File: config.mk
export PLATFORM = sky130hd
export DESIGN_NAME = mem_port_arbiter_flat
export DESIGN_NICKNAME = d
export VERILOG_FILES = /design/src/rtl/mem_port_arbiter_if.sv /design/src/rtl/mem_port_arbiter.sv /design/src/flat_wrapper.sv
export SDC_FILE = /design/constraint.sdc
export NUM_CORES = 1
export LEC_CHECK = 0
export CORE_AREA = 2 2 107 135
export CTS_BUF_LIST = sky130_fd_sc_hd__clkbuf_2 sky130_fd_sc_hd__clkbuf_4 sky130_fd_sc_hd__clkbuf_8
export CTS_CLUSTER_DIAMETER = 50
export CTS_CLUSTER_SIZE = 20
export DETAILED_ROUTE_END_ITERATION = 6
export DIE_AREA = 0 0 109 137
export PLACE_DENSITY = 0.75
export SYNTH_ARGS = -nofsm -noshare
export SYNTH_HDL_FRONTEND = slang
export SYNTH_SLANG_ARGS = --single-unit
File: constraint.sdc
create_clock -name clk -period 1.85 [get_ports clk]
set_input_delay 0.2775 -clock clk [delete_from_list [all_inputs] [get_ports clk]]
set_output_delay 0.2775 -clock clk [all_outputs]
set_load 0.01 [all_outputs]
File: src/rtl/mem_port_arbiter_if.sv
// -----------------------------------------------------------------------------
// mem_port_arbiter_if
// Bundles the fetch requester, load/store requester and memory-array signals
// that meet at mem_port_arbiter.
//
// Handshake semantics (both requesters):
//   - A requester raises *_req with its command fields stable and holds them
//     until it sees *_gnt. *_gnt is a one-cycle pulse: the command is
//     accepted at the rising edge that ends the cycle in which *_gnt is 1.
//   - The requester must drop *_req (or present a new command) after that edge.
//   - *_rvalid is a one-cycle pulse with no backpressure. The requester must
//     take *_rdata (and d_err) in that cycle.
//   - The memory returns mem_rdata the cycle after mem_en & !mem_we.
//
// Modports:
//   master : requesters and memory model side
//            (drive requests and mem_rdata; observe grants, responses and
//            memory commands)
//   slave  : the arbiter
// dbg_state exposes the arbiter FSM state for checkers.
// -----------------------------------------------------------------------------
interface mem_port_arbiter_if #(
  parameter int unsigned ADDR_W = 32
);
  // fetch requester
  logic              if_req;
  logic [ADDR_W-1:0] if_addr;
  logic              if_gnt;
  logic              if_rvalid;
  logic [31:0]       if_rdata;
  // load/store requester
  logic              d_req;
  logic              d_we;
  logic [2:0]        d_type;
  logic [ADDR_W-1:0] d_addr;
  logic [31:0]       d_wdata;
  logic              d_gnt;
  logic              d_rvalid;
  logic [31:0]       d_rdata;
  logic              d_err;
  // memory array
  logic              mem_en;
  logic              mem_we;
  logic [ADDR_W-1:0] mem_addr;
  logic [31:0]       mem_wdata;
  logic [31:0]       mem_rdata;
  // debug
  logic [1:0]        dbg_state;

  modport master (
    output if_req, if_addr, d_req, d_we, d_type, d_addr, d_wdata, mem_rdata,
    input  if_gnt, if_rvalid, if_rdata, d_gnt, d_rvalid, d_rdata, d_err,
           mem_en, mem_we, mem_addr, mem_wdata, dbg_state
  );

  modport slave (
    input  if_req, if_addr, d_req, d_we, d_type, d_addr, d_wdata, mem_rdata,
    output if_gnt, if_rvalid, if_rdata, d_gnt, d_rvalid, d_rdata, d_err,
           mem_en, mem_we, mem_addr, mem_wdata, dbg_state
  );
endinterface

File: src/rtl/mem_port_arbiter.sv
// -----------------------------------------------------------------------------
// mem_port_arbiter
// Shares one single-port, word-wide memory between instruction fetch and
// load/store.
//   - Data requests have priority over fetch.
//   - After MAX_D_STREAK consecutive data grants with fetch waiting, fetch is
//     forced to win the next arbitration.
//   - Byte and halfword loads are extracted and sign- or zero-extended.
//   - Byte and halfword stores run as a read-modify-write:
//     read the word, then write it back with one lane replaced.
//
// Ports:
//   clk  : clock
//   rst  : synchronous, active-high reset
//   bus  : mem_port_arbiter_if.slave (requesters, memory and dbg_state)
//
// Parameters:
//   MAX_D_STREAK : 1..15, data-grant streak limit while fetch is pending
//   ADDR_W       : byte address width
//
// Optional feature (macro MEM_PORT_ARBITER_MISALIGN_CHECK_EN):
//   When defined, misaligned data accesses are flagged:
//     - a half access with addr[0] set
//     - a word access with addr[1:0] != 0
//   Such an access is granted, but no memory access is made.
//   The cycle after the grant returns d_rvalid with d_err=1 and d_rdata=0.
//   When undefined, d_err is 0 and the low address bits are simply ignored.
// -----------------------------------------------------------------------------
module mem_port_arbiter #(
  parameter int unsigned MAX_D_STREAK = 4,
  parameter int unsigned ADDR_W       = 32
) (
  input  logic               clk,
  input  logic               rst,
  mem_port_arbiter_if.slave  bus
);

  typedef enum logic [1:0] {
    IDLE    = 2'd0,
    RD_WAIT = 2'd1,
    RMW_WR  = 2'd2
  } state_t;

  localparam logic [3:0] STREAK_MAX = 4'(MAX_D_STREAK);

  state_t            state_q, state_d;
  logic [3:0]        streak_q;
  logic [ADDR_W-1:0] lat_addr_q;
  logic [2:0]        lat_type_q;
  logic [15:0]       lat_wdata_q;
  logic              lat_id_q;   // 1 = data requester, 0 = fetch
  logic              lat_err_q;  // latched misaligned flag

  logic        d_mis;
  logic        d_win;
  logic        f_win;
  logic [7:0]  lane_b;
  logic [15:0] lane_h;
  logic [31:0] ld_data;
  logic [31:0] st_word;

`ifdef MEM_PORT_ARBITER_MISALIGN_CHECK_EN
  assign d_mis = ((bus.d_type[1:0] == 2'b01) && bus.d_addr[0]) ||
                 (bus.d_type[1] && (bus.d_addr[1:0] != 2'b00));
`else
  assign d_mis = 1'b0;
`endif

  // Arbitration only happens in IDLE and never during reset.
  assign d_win = (state_q == IDLE) && !rst && bus.d_req &&
                 !(bus.if_req && (streak_q == STREAK_MAX));
  assign f_win = (state_q == IDLE) && !rst && !d_win && bus.if_req;

  assign bus.dbg_state = state_q;
  assign bus.if_rdata  = bus.mem_rdata;

  // Load formatting and store-lane merge, both from the latched request.
  always_comb begin
    lane_b = bus.mem_rdata[7:0];
    case (lat_addr_q[1:0])
      2'd1:    lane_b = bus.mem_rdata[15:8];
      2'd2:    lane_b = bus.mem_rdata[23:16];
      2'd3:    lane_b = bus.mem_rdata[31:24];
      default: lane_b = bus.mem_rdata[7:0];
    endcase
    lane_h = lat_addr_q[1] ? bus.mem_rdata[31:16] : bus.mem_rdata[15:0];

    case (lat_type_q[1:0])
      2'b00:   ld_data = {{24{lane_b[7] & ~lat_type_q[2]}}, lane_b};
      2'b01:   ld_data = {{16{lane_h[15] & ~lat_type_q[2]}}, lane_h};
      default: ld_data = bus.mem_rdata;
    endcase

    st_word = bus.mem_rdata;
    if (lat_type_q[1:0] == 2'b00) begin
      case (lat_addr_q[1:0])
        2'd1:    st_word[15:8]  = lat_wdata_q[7:0];
        2'd2:    st_word[23:16] = lat_wdata_q[7:0];
        2'd3:    st_word[31:24] = lat_wdata_q[7:0];
        default: st_word[7:0]   = lat_wdata_q[7:0];
      endcase
    end else if (lat_addr_q[1]) begin
      st_word[31:16] = lat_wdata_q;
    end else begin
      st_word[15:0] = lat_wdata_q;
    end
  end

  // Next state and outputs
  always_comb begin
    state_d       = state_q;
    bus.if_gnt    = 1'b0;
    bus.d_gnt     = 1'b0;
    bus.if_rvalid = 1'b0;
    bus.d_rvalid  = 1'b0;
    bus.d_err     = 1'b0;
    bus.d_rdata   = lat_err_q ? 32'h0 : ld_data;
    bus.mem_en    = 1'b0;
    bus.mem_we    = 1'b0;
    bus.mem_addr  = {lat_addr_q[ADDR_W-1:2], 2'b00};
    bus.mem_wdata = st_word;

    case (state_q)
      IDLE: begin
        if (d_win) begin
          bus.d_gnt     = 1'b1;
          bus.mem_addr  = {bus.d_addr[ADDR_W-1:2], 2'b00};
          bus.mem_wdata = bus.d_wdata;
          if (d_mis) begin
            state_d = RD_WAIT;  // error response, no memory access
          end else if (!bus.d_we) begin
            bus.mem_en = 1'b1;
            state_d    = RD_WAIT;
          end else if (bus.d_type[1]) begin
            bus.mem_en = 1'b1;  // full-word store completes now
            bus.mem_we = 1'b1;
          end else begin
            bus.mem_en = 1'b1;  // read the target word for the merge
            state_d    = RMW_WR;
          end
        end else if (f_win) begin
          bus.if_gnt   = 1'b1;
          bus.mem_en   = 1'b1;
          bus.mem_addr = {bus.if_addr[ADDR_W-1:2], 2'b00};
          state_d      = RD_WAIT;
        end
      end
      RD_WAIT: begin
        if (lat_id_q) begin
          bus.d_rvalid = 1'b1;
          bus.d_err    = lat_err_q;
        end else begin
          bus.if_rvalid = 1'b1;
        end
        state_d = IDLE;
      end
      RMW_WR: begin
        bus.mem_en = 1'b1;
        bus.mem_we = 1'b1;
        state_d    = IDLE;
      end
      default: state_d = IDLE;
    endcase

    // Reset abandons any operation in flight and masks every strobe.
    if (rst) begin
      state_d       = IDLE;
      bus.if_gnt    = 1'b0;
      bus.d_gnt     = 1'b0;
      bus.if_rvalid = 1'b0;
      bus.d_rvalid  = 1'b0;
      bus.d_err     = 1'b0;
      bus.mem_en    = 1'b0;
      bus.mem_we    = 1'b0;
    end
  end

  always_ff @(posedge clk) begin
    if (rst) begin
      state_q     <= IDLE;
      streak_q    <= 4'd0;
      lat_addr_q  <= '0;
      lat_type_q  <= 3'd0;
      lat_wdata_q <= 16'd0;
      lat_id_q    <= 1'b0;
      lat_err_q   <= 1'b0;
    end else begin
      state_q <= state_d;
      if (d_win) begin
        lat_addr_q  <= bus.d_addr;
        lat_type_q  <= bus.d_type;
        lat_wdata_q <= bus.d_wdata[15:0];
        lat_id_q    <= 1'b1;
        lat_err_q   <= d_mis;
        // The streak counts only data grants that made fetch wait.
        if (bus.if_req) begin
          streak_q <= (streak_q == STREAK_MAX) ? streak_q : streak_q + 4'd1;
        end else begin
          streak_q <= 4'd0;
        end
      end else if (f_win) begin
        lat_addr_q <= bus.if_addr;
        lat_id_q   <= 1'b0;
        lat_err_q  <= 1'b0;
        streak_q   <= 4'd0;
      end
    end
  end

endmodule

File: src/flat_wrapper.sv
// flat-port wrapper written by rule: the top's interface ports become plain ports
module mem_port_arbiter_flat 
#(
  parameter int unsigned MAX_D_STREAK = 4,
  parameter int unsigned ADDR_W       = 32
)
  (clk, rst, bus_if_req, bus_if_addr, bus_d_req, bus_d_we, bus_d_type, bus_d_addr, bus_d_wdata, bus_mem_rdata, bus_if_gnt, bus_if_rvalid, bus_if_rdata, bus_d_gnt, bus_d_rvalid, bus_d_rdata, bus_d_err, bus_mem_en, bus_mem_we, bus_mem_addr, bus_mem_wdata, bus_dbg_state);
  mem_port_arbiter_if #(.ADDR_W(ADDR_W)) bus_i ();
  input  logic clk;
  input  logic rst;
  input wire logic [$bits(bus_i.if_req)-1:0] bus_if_req;
  input wire logic [$bits(bus_i.if_addr)-1:0] bus_if_addr;
  input wire logic [$bits(bus_i.d_req)-1:0] bus_d_req;
  input wire logic [$bits(bus_i.d_we)-1:0] bus_d_we;
  input wire logic [$bits(bus_i.d_type)-1:0] bus_d_type;
  input wire logic [$bits(bus_i.d_addr)-1:0] bus_d_addr;
  input wire logic [$bits(bus_i.d_wdata)-1:0] bus_d_wdata;
  input wire logic [$bits(bus_i.mem_rdata)-1:0] bus_mem_rdata;
  output wire logic [$bits(bus_i.if_gnt)-1:0] bus_if_gnt;
  output wire logic [$bits(bus_i.if_rvalid)-1:0] bus_if_rvalid;
  output wire logic [$bits(bus_i.if_rdata)-1:0] bus_if_rdata;
  output wire logic [$bits(bus_i.d_gnt)-1:0] bus_d_gnt;
  output wire logic [$bits(bus_i.d_rvalid)-1:0] bus_d_rvalid;
  output wire logic [$bits(bus_i.d_rdata)-1:0] bus_d_rdata;
  output wire logic [$bits(bus_i.d_err)-1:0] bus_d_err;
  output wire logic [$bits(bus_i.mem_en)-1:0] bus_mem_en;
  output wire logic [$bits(bus_i.mem_we)-1:0] bus_mem_we;
  output wire logic [$bits(bus_i.mem_addr)-1:0] bus_mem_addr;
  output wire logic [$bits(bus_i.mem_wdata)-1:0] bus_mem_wdata;
  output wire logic [$bits(bus_i.dbg_state)-1:0] bus_dbg_state;
  assign bus_i.if_req = bus_if_req;
  assign bus_i.if_addr = bus_if_addr;
  assign bus_i.d_req = bus_d_req;
  assign bus_i.d_we = bus_d_we;
  assign bus_i.d_type = bus_d_type;
  assign bus_i.d_addr = bus_d_addr;
  assign bus_i.d_wdata = bus_d_wdata;
  assign bus_i.mem_rdata = bus_mem_rdata;
  assign bus_if_gnt = bus_i.if_gnt;
  assign bus_if_rvalid = bus_i.if_rvalid;
  assign bus_if_rdata = bus_i.if_rdata;
  assign bus_d_gnt = bus_i.d_gnt;
  assign bus_d_rvalid = bus_i.d_rvalid;
  assign bus_d_rdata = bus_i.d_rdata;
  assign bus_d_err = bus_i.d_err;
  assign bus_mem_en = bus_i.mem_en;
  assign bus_mem_we = bus_i.mem_we;
  assign bus_mem_addr = bus_i.mem_addr;
  assign bus_mem_wdata = bus_i.mem_wdata;
  assign bus_dbg_state = bus_i.dbg_state;
  mem_port_arbiter #(.MAX_D_STREAK(MAX_D_STREAK), .ADDR_W(ADDR_W)) u_core (.clk(clk), .rst(rst), .bus(bus_i));
endmodule
==> results of run 1 <==
sequential cells by signal, indices dropped and copies added, names as in the netlist:
signal / cells
u_core.streak_q: 4
u_core.bus.dbg_state: 2
u_core.lat_id_q: 1
u_core.lat_type_q: 3
u_core.lat_wdata_q: 16
u_core.lat_addr_q: 32
worst max-delay path, stage by stage (launching register included):
cell and delay (ns):
dfxtp_2 0.34, inv_2 0.05, ha_4 0.15, nand4b_1 0.15, buf_4 0.17, and2_4 0.30
buf_12 0.18, a31oi_2 0.11, nor3_2 0.22, buf_2 0.17
metrics by stage:
step	area (um^2)	total power, uW	hold WS, ns	instances	worst slack [ns]
CTS	10730	5969	0.4393	1304	-0.5140
detailed placement	9061	4350	0.4573	1224	-0.8200
finish	11790	6779	0.4752	1323	-0.6222
global route	11790	6994	0.4836	1323	-0.8536
global placement	9061	4321	0.4531	1224	-0.7700
floorplan	4991	2667	0.3541	661	-0.06143
cell type report:
cell class | count | share of cell area [%]
repair buffers | 565 | 45.99
multi-input cells | 493 | 39.93
flip-flops and latches | 58 | 9.968
well taps | 175 | 1.858
clock buffers | 11 | 1.231
inverters | 15 | 0.5520
clock inverters | 5 | 0.4565
diodes | 1 | 0.02123
worst min-delay path by stage:
| stage | start | endpoint | slack, ns | cells past startpoint |
|---|---|---|---|---|
| 2_1_floorplan | bus_d_type[1] | u_core.bus.dbg_state[1]$_SDFFE_PP0P_ | 0.35 | 1 |
| 3_3_place_gp | u_core.lat_wdata_q[15]$_SDFFE_PP0P_ | u_core.lat_wdata_q[15]$_SDFFE_PP0P_ | 0.45 | 2 |
| 3_5_place_dp | u_core.lat_wdata_q[12]$_SDFFE_PP0P_ | u_core.lat_wdata_q[12]$_SDFFE_PP0P_ | 0.46 | 2 |
| 4_1_cts | rst | u_core.lat_wdata_q[2]$_SDFFE_PP0P_ | 0.44 | 3 |
| 5_1_grt | u_core.lat_wdata_q[8]$_SDFFE_PP0P_ | u_core.lat_wdata_q[8]$_SDFFE_PP0P_ | 0.48 | 2 |
| 6_report | u_core.lat_wdata_q[14]$_SDFFE_PP0P_ | u_core.lat_wdata_q[14]$_SDFFE_PP0P_ | 0.48 | 2 |
cell usage in the layout, fill, tap and decap left out, types with 17 or more instances in the layout:
master             n
nor3_4            26
nor2_1            80
clkdlybuf4s50_1  160
buf_6             95
dfxtp_1           51
a2111oi_4         29
o21ai_0           26
buf_4            190
buf_12            17
a211oi_2          32
nand2_1           58
buf_2             70
nand2_4           25
a21oi_1           19
synth_stat cells (4+ instances only):
master and instances:
nand2b_1 4, nand3_1 4, nor2b_1 8, o21ai_1 6, a211oi_1 37, nand2_1 100
o31a_1 8, a31oi_1 4, a21oi_1 22, o21ai_0 47, nor3_1 35, inv_1 14
o22ai_1 15, dfxtp_1 58, buf_6 4, clkbuf_1 31, buf_4 36, nor2_1 94
a2111oi_2 30, o21bai_1 8, a221oi_1 8, mux4_2 7, a221o_1 7, mux2i_1 17
buf_2 24
cells by family after synthesis:
kind of cell	count (synthesis)
compound gates	205
other cells	1
mux	25
fa+ha+maj	2
buf+inv	112
simple gates	256
flops	58
layer usage:
layer	routed length (um)	up-vias	part of all wire (%)
met3	4035	230	12
met2	16770	692	49
met5	27	-	0.078
met4	2740	4	7.9
met1	10920	3846	32
li1	-	3333	-
power groups by stage:
stage               clock (uW)  sequential, uW  combinational [uW]
floorplan                    0            1400                1270
global placement             0            1410                2910
detailed placement           0            1420                2930
CTS                       1230            1390                3350
global route              1280            1410                4300
finish                    1230            1410                4140
what timing repair did:
action,CTS,global route
hold endpoints to repair,0,0
gates cloned,19,1
resized for setup,668,211
endpoints found under the setup margin,131,137
pin swaps,63,70
setup buffers,49,32
==> results by group, run 1 <==
Outcome
  – Status: finished with violations
  – Failing checks: design-rule violations, negative setup slack

Setup path
  – Setup crit start kind: flop
  – Worst endpoint required time: 1.57 ns
  – Crit path to: bus_mem_we
  – Slack of the worst reg-to-reg path: -0.22 ns
  – R2r endpoint: u_core.streak_q[3]$_SDFFE_PP0P_
  – Arrival @ worst endpoint: 2.19 ns
  – Endpoint type of the worst setup path: output port
  – Path type of the worst setup path: flop to output port
  – FF-to-FF Start: u_core.streak_q[0]$_SDFFE_PP0P_
  – Crit path launch: u_core.streak_q[0]$_SDFFE_PP0P_
  – Worst-case reg-to-reg path depth: 10
  – Critical Path Fanout Max: 7

STA
  – Crit path time final: 2.472 ns
  – Max transition margin: 40.51%
  – Post-route setup slack: -0.6222 ns
  – Final Setup Violations: 130
  – Fin. Hold Viols: 0
  – Max Freq: 404.5 MHz
  – Unrepaired setup endpoints after global routing: true
  – Period utilization: 133.6%
  – Fin. max-slew vios: 0
  – Setup TNS: -44.91 ns
  – Layout Skew: 0.01548 ns
  – Tightest Pin Transition: 0.8923 ns

CTS
  – Clock root buffer: clkbuf_8
  – CTS Buf Count: 9
  – CTS tree: done
  – Hold_buf cts: 0
  – Deepest clock path buffer count: 2
  – CTS Sinks: 58
  – Worst-Skew Late Latency: 0.36 ns
  – Htree depth: 3
  – Clock transition at the registers of the reported paths: 0.07 ns

Detailed routing
  – DRT antenna net count: 0
  – Drt drc: 4
  – 1st-iter DRT viols: 879
  – Vias per cell: 6.126
  – WL final: 34.49 mm
  – Post-DR wirelength/cell: 26.07 um
  – DR vias: 8105
  – Drt pass-1 iters: 7

Synth
  – Post-synth top area cell: dfxtp_1
  – Top cell type's share of synthesized area: 24.02%
  – Seq/Total Area, Yosys: 24.02%
  – Synth cell types: 47
  – Compound-Gate Fraction of Synth Area: 33.28%
  – Post-Syn Area: 0.004835 mm^2
  – EDFF count, synth: 0
  – Yosys warns: 0
  – Post-synthesis sequential element count: 58
  – Synth Area in Simple Gates: 22.36%
  – Ranking of synthesized cells by area: dfxtp_1 (24%), a2111oi_2 (9.3%), nand2_1 (7.8%), nor2_1 (7.3%), a211oi_1 (5.7%)
  – Post-synthesis xor/xnor area fraction: 0%
  – Synth Area per Inst: 7.336 um^2
  – Post-synth ARST share: 0%
  – Synth Instances: 659
  – Top FF cell, synth: dfxtp_1
  – Adder-cell area share of the yosys netlist: 0.5176%
  – Main combinational cell family by area after synthesis: compound AO/OA/AOI/OAI gates
  – Post-synthesis mux area share: 7.013%

Floorplan
  – Die W: 109 um
  – CORE AREA: 0.01363 mm^2
  – Ports: 273
  – Initial Utilization: 35.46%
  – Total die area: 0.01493 mm^2
  – Die Y: 137 um
  – Site row count: 48

GRT
  – Number of global-route vias before repair: 7621
  – Met3 Use GR: 11.24%
  – Met1 Use GR: 39.28%
  – Antenna violations before repair: 3
  – First-pass GRT wire length: 42.48 mm
  – Busiest grt layer: met2
  – All-Layer GR Usage: 37.69%
  – Grt ovf: 0
  – Largest net degree at the start of global routing: 43
  – Met2 Resource Use GR: 66.36%

Layout
  – Fin util: 86.45%
  – Layout Nets: 1280
  – Filler instances: 599
  – Seq. cell area: 0.001175 mm^2
  – Area of the multi-input gates: 0.004706 mm^2
  – Layout area overhead: 143.8%
  – Layout cells sized above 1: 56.67%

Power and ir drop
  – Clk pwr share: 18.2%
  – VDD IR max: 424.4 uV
  – Switching Fraction: 39.44%
  – Combinational share of power: 61.1%
  – Switching power total: 2674 uW
  – Pleak: 0.004958 uW
  – Sequential share of power: 20.8%
  – Int Pwr: 4105 uW
  – Power per standard cell area: 575.2 mW/mm^2

Placed design
  – DP HPWL: 16.51 mm
  – PortBufs: 269
  – Placer congestion estimate: 0.9163

Hold path
  – Worst min-delay path class: flop to flop

Job
  – Max cap viols: 0
Note: power is estimated with default switching activity, not from simulation.
==> run 2, diff against run 1 <==
CORE_AREA = 2 2 119 121   (was 2 2 107 135)
DIE_AREA = 0 0 121 123   (was 0 0 109 137)
==> results by group, run 2 (synthesis gave the netlist of run 1 again) <==
STA
  – Final Setup Violations: 113
  – Crit path time final: 2.393 ns
  – Post-route setup slack: -0.5431 ns
  – Fin. Hold Viols: 0
  – Tightest Pin Transition: 0.6549 ns
  – Max transition margin: 56.34%
  – Max Freq: 417.9 MHz
  – Fin. max-slew vios: 0
  – Unrepaired setup endpoints after global routing: true
  – Period utilization: 129.4%
  – Layout Skew: 0.01494 ns
  – Setup TNS: -38.68 ns

Placed design
  – Inst Count DP: 1221
  – Pre-CTS setup slack: -0.7435 ns
  – PortBufs: 269
  – DP HPWL: 16.68 mm
  – Placer congestion estimate: 0.9336
  – Cell Area, Placed: 0.008982 mm^2

Power and ir drop
  – Power per standard cell area: 577.7 mW/mm^2
  – Pleak: 0.004624 uW
  – VDD IR max: 356.8 uV
  – Final Power: 6397 uW

Setup path
  – Crit path to: bus_mem_addr[2]
  – Arrival @ worst endpoint: 2.12 ns
  – R2r endpoint: u_core.streak_q[3]$_SDFFE_PP0P_
  – Path type of the worst setup path: flop to output port
  – Worst-case reg-to-reg path depth: 10
  – Setup crit start kind: flop
  – Crit path launch: u_core.streak_q[0]$_SDFFE_PP0P_
  – Endpoint type of the worst setup path: output port
  – Critical Path Fanout Max: 8
  – CP max stage delay: 0.33 ns
  – Crit-path cells: inv_2 -> ha_4 -> nand4b_1 -> buf_4 -> and2_4 -> buf_6 -> buf_12 -> nor3_4 -> a211oi_2 -> buf_2
  – CP max stage cell: dfxtp_2
  – Worst endpoint required time: 1.57 ns
  – FF-to-FF Start: u_core.streak_q[0]$_SDFFE_PP0P_
  – Slack of the worst reg-to-reg path: -0.10 ns

Detailed routing
  – 1st-iter DRT viols: 602
  – Drt pass-1 iters: 5
  – DRT antenna net count: 0
  – Vias per cell: 5.798
  – Drt drc: 0
  – Post-DR wirelength/cell: 21.82 um
  – WL final: 28.50 mm
  – DR vias: 7572

GRT
  – All-Layer GR Usage: 32.01%
  – Grt ovf: 0
  – Largest net degree at the start of global routing: 37
  – First-pass GRT wire length: 37.14 mm
  – Antenna violations before repair: 2
  – Number of global-route vias before repair: 7127

Job
  – Max cap viols: 0

Layout
  – Layout cells sized above 1: 54.18%
  – Final Instance Area: 0.01107 mm^2
  – Fin cells: 1306
  – Most common library cell in the layout ignoring fill and taps: buf_4
  – Filler instances: 748
  – Most frequent cells in the layout: buf_4 (190), clkdlybuf4s50_1 (166), nor2_1 (84)
  – Reg with most FFs: u_core.lat_addr_q
  – Top Registers: u_core.lat_addr_q: 32 flops, u_core.lat_wdata_q: 16 flops, u_core.streak_q: 4 flops
  – Max reg flops: 32
  – Layout area overhead: 129.0%
  – Layout Nets: 1257

Floorplan
  – Total die area: 0.01488 mm^2
  – Site row count: 43
  – Die Y: 123 um
  – Initial Utilization: 35.52%
  – Die W: 121 um
  – CORE AREA: 0.01361 mm^2
  – Ports: 273

CTS
  – Deepest clock path buffer count: 2
  – CTS Sinks: 58
  – CTS tree: done
  – CTS Buf Count: 9
  – Clock root buffer: clkbuf_8
  – Hold_buf cts: 0
  – Worst-Skew Late Latency: 0.36 ns
  – Htree depth: 3
  – Clock transition at the registers of the reported paths: 0.07 ns

Outcome
  – Failing checks: negative setup slack
  – Status: finished with violations

Hold path
  – Worst min-delay path class: primary input to flop
run 2: repair_timing:
action                     CTS  global route
cloned                       7             4
pin swaps                   36            63
buffers inserted            40            23
setup endpoints to repair  126           131
gates resized for setup    609           159
run 2: power by group:
group          total [uW]  switching [uW]  internal (uW)
registers            1400            59.3           1340
clock network        1370             600            767
logic                3630            1770           1860
run 2: final cells by class:
cell class | count | area (um^2) | area share, %
clock buffers | 9 | 123.9 | 1.119
flip-flops and latches | 58 | 1175 | 10.61
diodes | 2 | 5.005 | 0.04520
multi-input cells | 493 | 4418 | 39.90
inverters | 15 | 72.57 | 0.6554
well taps | 180 | 225.2 | 2.034
repair buffers | 542 | 4951 | 44.72
clock inverters | 7 | 101.3 | 0.9154
run 2: stage by stage:
stage               util [%]  hold WS, ns
floorplan                  -       0.3541
global placement       65.99       0.4537
detailed placement     65.99       0.4618
CTS                    74.49       0.2512
global route           81.34       0.2887
finish                 81.34       0.2763
run 2: worst max-delay path: cells and delay by family (launching register included):
kind / cells / cell delay (ns)
flops: 1 / 0.33
fa+ha+maj: 1 / 0.14
compound gates: 1 / 0.05
simple gates: 3 / 0.55
buf+inv: 5 / 0.70
run 2: how the worst min path moves through the flow:
stage,startpoint,to,slack (ns),depth (start not counted)
2_1_floorplan,bus_d_type[1],u_core.bus.dbg_state[1]$_SDFFE_PP0P_,0.35,1
3_3_place_gp,u_core.lat_wdata_q[13]$_SDFFE_PP0P_,u_core.lat_wdata_q[13]$_SDFFE_PP0P_,0.45,2
3_5_place_dp,u_core.lat_wdata_q[12]$_SDFFE_PP0P_,u_core.lat_wdata_q[12]$_SDFFE_PP0P_,0.46,2
4_1_cts,rst,u_core.streak_q[0]$_SDFFE_PP0P_,0.25,3
5_1_grt,rst,u_core.streak_q[0]$_SDFFE_PP0P_,0.29,3
6_report,rst,u_core.streak_q[0]$_SDFFE_PP0P_,0.28,3
run 2: metal layers:
| metal | wire (um) | global-route usage (%) |
|---|---|---|
| met2 | 14300 | 57.69 |
| met4 | 1903 | 18.75 |
| met1 | 9569 | 33.75 |
| met3 | 2720 | 8.118 |
| met5 | 0 | 0 |
==> run 3, diff against run 2 <==
CELL_PAD_IN_SITES_DETAIL_PLACEMENT = 0   (was default)
CELL_PAD_IN_SITES_GLOBAL_PLACEMENT = 1   (was default)
CORE_AREA = 2 2 145 147   (was 2 2 119 121)
DIE_AREA = 0 0 147 149   (was 0 0 121 123)
==> results by group, run 3 (synthesis gave the netlist of run 1 again) <==
Detailed routing
  – DRT met1 WL: 10.06 mm
  – DR vias: 7003
  – Vias per cell: 4.939
  – WL final: 26.67 mm
  – Met2 WL: 13.42 mm
  – Top sig layer: met4
  – Drt drc: 0
  – Drt pass-1 iters: 5
  – DRT antenna net count: 0
  – 1st-iter DRT viols: 425
  – Met3 wire len: 2.060 mm
  – Post-DR wirelength/cell: 18.81 um

Layout
  – Most frequent cells in the layout: buf_4 (198), clkdlybuf4s50_1 (157), buf_6 (79)
  – Most common library cell in the layout ignoring fill and taps: buf_4
  – Layout Nets: 1275
  – Fin cells: 1418
  – Max reg flops: 32
  – Layout area overhead: 139.1%
  – Reg with most FFs: u_core.lat_addr_q
  – Filler instances: 1786
  – Layout cells sized above 1: 57.62%
  – Top Registers: u_core.lat_addr_q: 32 flops, u_core.lat_wdata_q: 16 flops, u_core.streak_q: 4 flops

Power and ir drop
  – Power per standard cell area: 577.1 mW/mm^2
  – Pleak: 0.004876 uW
  – VDD IR max: 317.0 uV

STA
  – Max transition margin: 48.09%
  – Crit path time final: 2.336 ns
  – Layout Skew: 0.009702 ns
  – Tightest Pin Transition: 0.7786 ns
  – Max Freq: 428.0 MHz
  – Fin. Hold Viols: 0
  – Setup TNS: -33.03 ns
  – Unrepaired setup endpoints after global routing: true
  – Fin. max-slew vios: 0
  – Post-route setup slack: -0.4865 ns
  – Period utilization: 126.3%
  – Final Setup Violations: 100

Hold path
  – Hold path depth: 3
  – Worst min-delay path class: primary input to flop

CTS
  – Clock root buffer: clkbuf_8
  – CTS tree: done
  – Htree depth: 3
  – Clock transition at the registers of the reported paths: 0.08 ns
  – Worst-Skew Late Latency: 0.35 ns
  – Deepest clock path buffer count: 2
  – CTS Buf Count: 9
  – CTS Sinks: 58

Setup path
  – Endpoint type of the worst setup path: output port
  – Worst-case reg-to-reg path depth: 8
  – Arrival @ worst endpoint: 2.06 ns
  – Worst endpoint required time: 1.57 ns
  – Critical Path Fanout Max: 4
  – Path type of the worst setup path: flop to output port
  – Setup crit start kind: flop
  – Slack of the worst reg-to-reg path: -0.02 ns

GRT
  – Number of global-route vias before repair: 6843
  – Largest net degree at the start of global routing: 37
  – Antenna violations before repair: 1
  – First-pass GRT wire length: 38.72 mm
  – All-Layer GR Usage: 22.74%
  – Grt ovf: 0

Floorplan
  – Die Y: 149 um
  – Ports: 273
  – Initial Utilization: 23.52%
  – CORE AREA: 0.02056 mm^2
  – Site row count: 53
  – Total die area: 0.02190 mm^2
  – Die W: 147 um

Placed design
  – Placer congestion estimate: 0.8812
  – Inst Count DP: 1323
  – PortBufs: 269
  – DP HPWL: 18.41 mm

Outcome
  – Failing checks: negative setup slack
  – Status: finished with violations

Job
  – Max cap viols: 0
==> run 3: changes by cell type in the layout (fill, tap and decap cells not counted), moves of 8 or more <==
cell and delta:
nand2_4 +10, buf_12 +12, nor2_4 +12, mux2i_1 -9, nor2_1 -23, nor2_2 +11
clkdlybuf4s50_1 -9, nand2_2 -8, buf_4 +8
==> run 3: final cells by class <==
| type | instances | area (um^2) | area share (%) |
|---|---|---|---|
| Timing Repair Buffer | 559 | 5209 | 45.07 |
| Sequential cell | 58 | 1175 | 10.17 |
| Inverter | 15 | 61.31 | 0.5305 |
| Clock buffer | 9 | 123.9 | 1.072 |
| Tap cell | 275 | 344.1 | 2.977 |
| Clock inverter | 7 | 125.1 | 1.083 |
| Antenna cell | 1 | 2.502 | 0.02165 |
| Multi-Input combinational cell | 494 | 4517 | 39.08 |
==> run 3: final timing paths <==
kind / from / to
max reg2reg: u_core.bus.dbg_state[1]$_SDFFE_PP0P_ / u_core.lat_addr_q[21]$_SDFFE_PP0P_
max: u_core.streak_q[1]$_SDFFE_PP0P_ / bus_mem_addr[23]
min: rst / u_core.lat_wdata_q[1]$_SDFFE_PP0P_
min reg2reg: u_core.lat_wdata_q[8]$_SDFFE_PP0P_ / u_core.lat_wdata_q[8]$_SDFFE_PP0P_
==> run 3: layer usage <==
layer | global-route usage (%) | up-vias
met3 | 5.749 | 54
met4 | 10.24 | 0
met5 | 0 | -
met2 | 41.24 | 291
li1 | - | 3320
met1 | 25.13 | 3338
==> run 3: report_power, final <==
group          internal (uW)  total [uW]  switching (uW)
sequential              1340        1410            71.7
clock                    906        1520             617
combinational           2010        3730            1720
==> run 3: stage by stage <==
stage                     hold slack, ns  cell area (um^2)  util (%)  setup WS (ns)  power (uW)
after floorplan                   0.3541              4991         -       -0.06143        2667
after global placement            0.4607              9203     44.77        -0.7240        4377
after detailed placement          0.4676              9203     44.77        -0.7471        4387
after CTS                         0.4441             10790     52.48        -0.4730        6332
after global routing              0.4776             11550     56.21        -0.5704        6981
final                             0.4634             11560     56.22        -0.4865        6670
==> run 3: what timing repair did <==
item,4_1_cts,5_1_grt
setup buffers,53,21
gates cloned,13,2
setup endpoints to repair,128,124
pin swaps,52,33
gates resized for setup,710,140
hold buffers,0,0
==> run 3: critical path, stage by stage, from the launching register on <==
cell	delay (ns)
dfxtp_2	0.34
inv_2	0.05
ha_4	0.15
nand4b_1	0.14
buf_4	0.16
and2_4	0.19
buf_4	0.13
buf_6	0.10
nor3_4	0.04
a211oi_2	0.23
buf_2	0.18
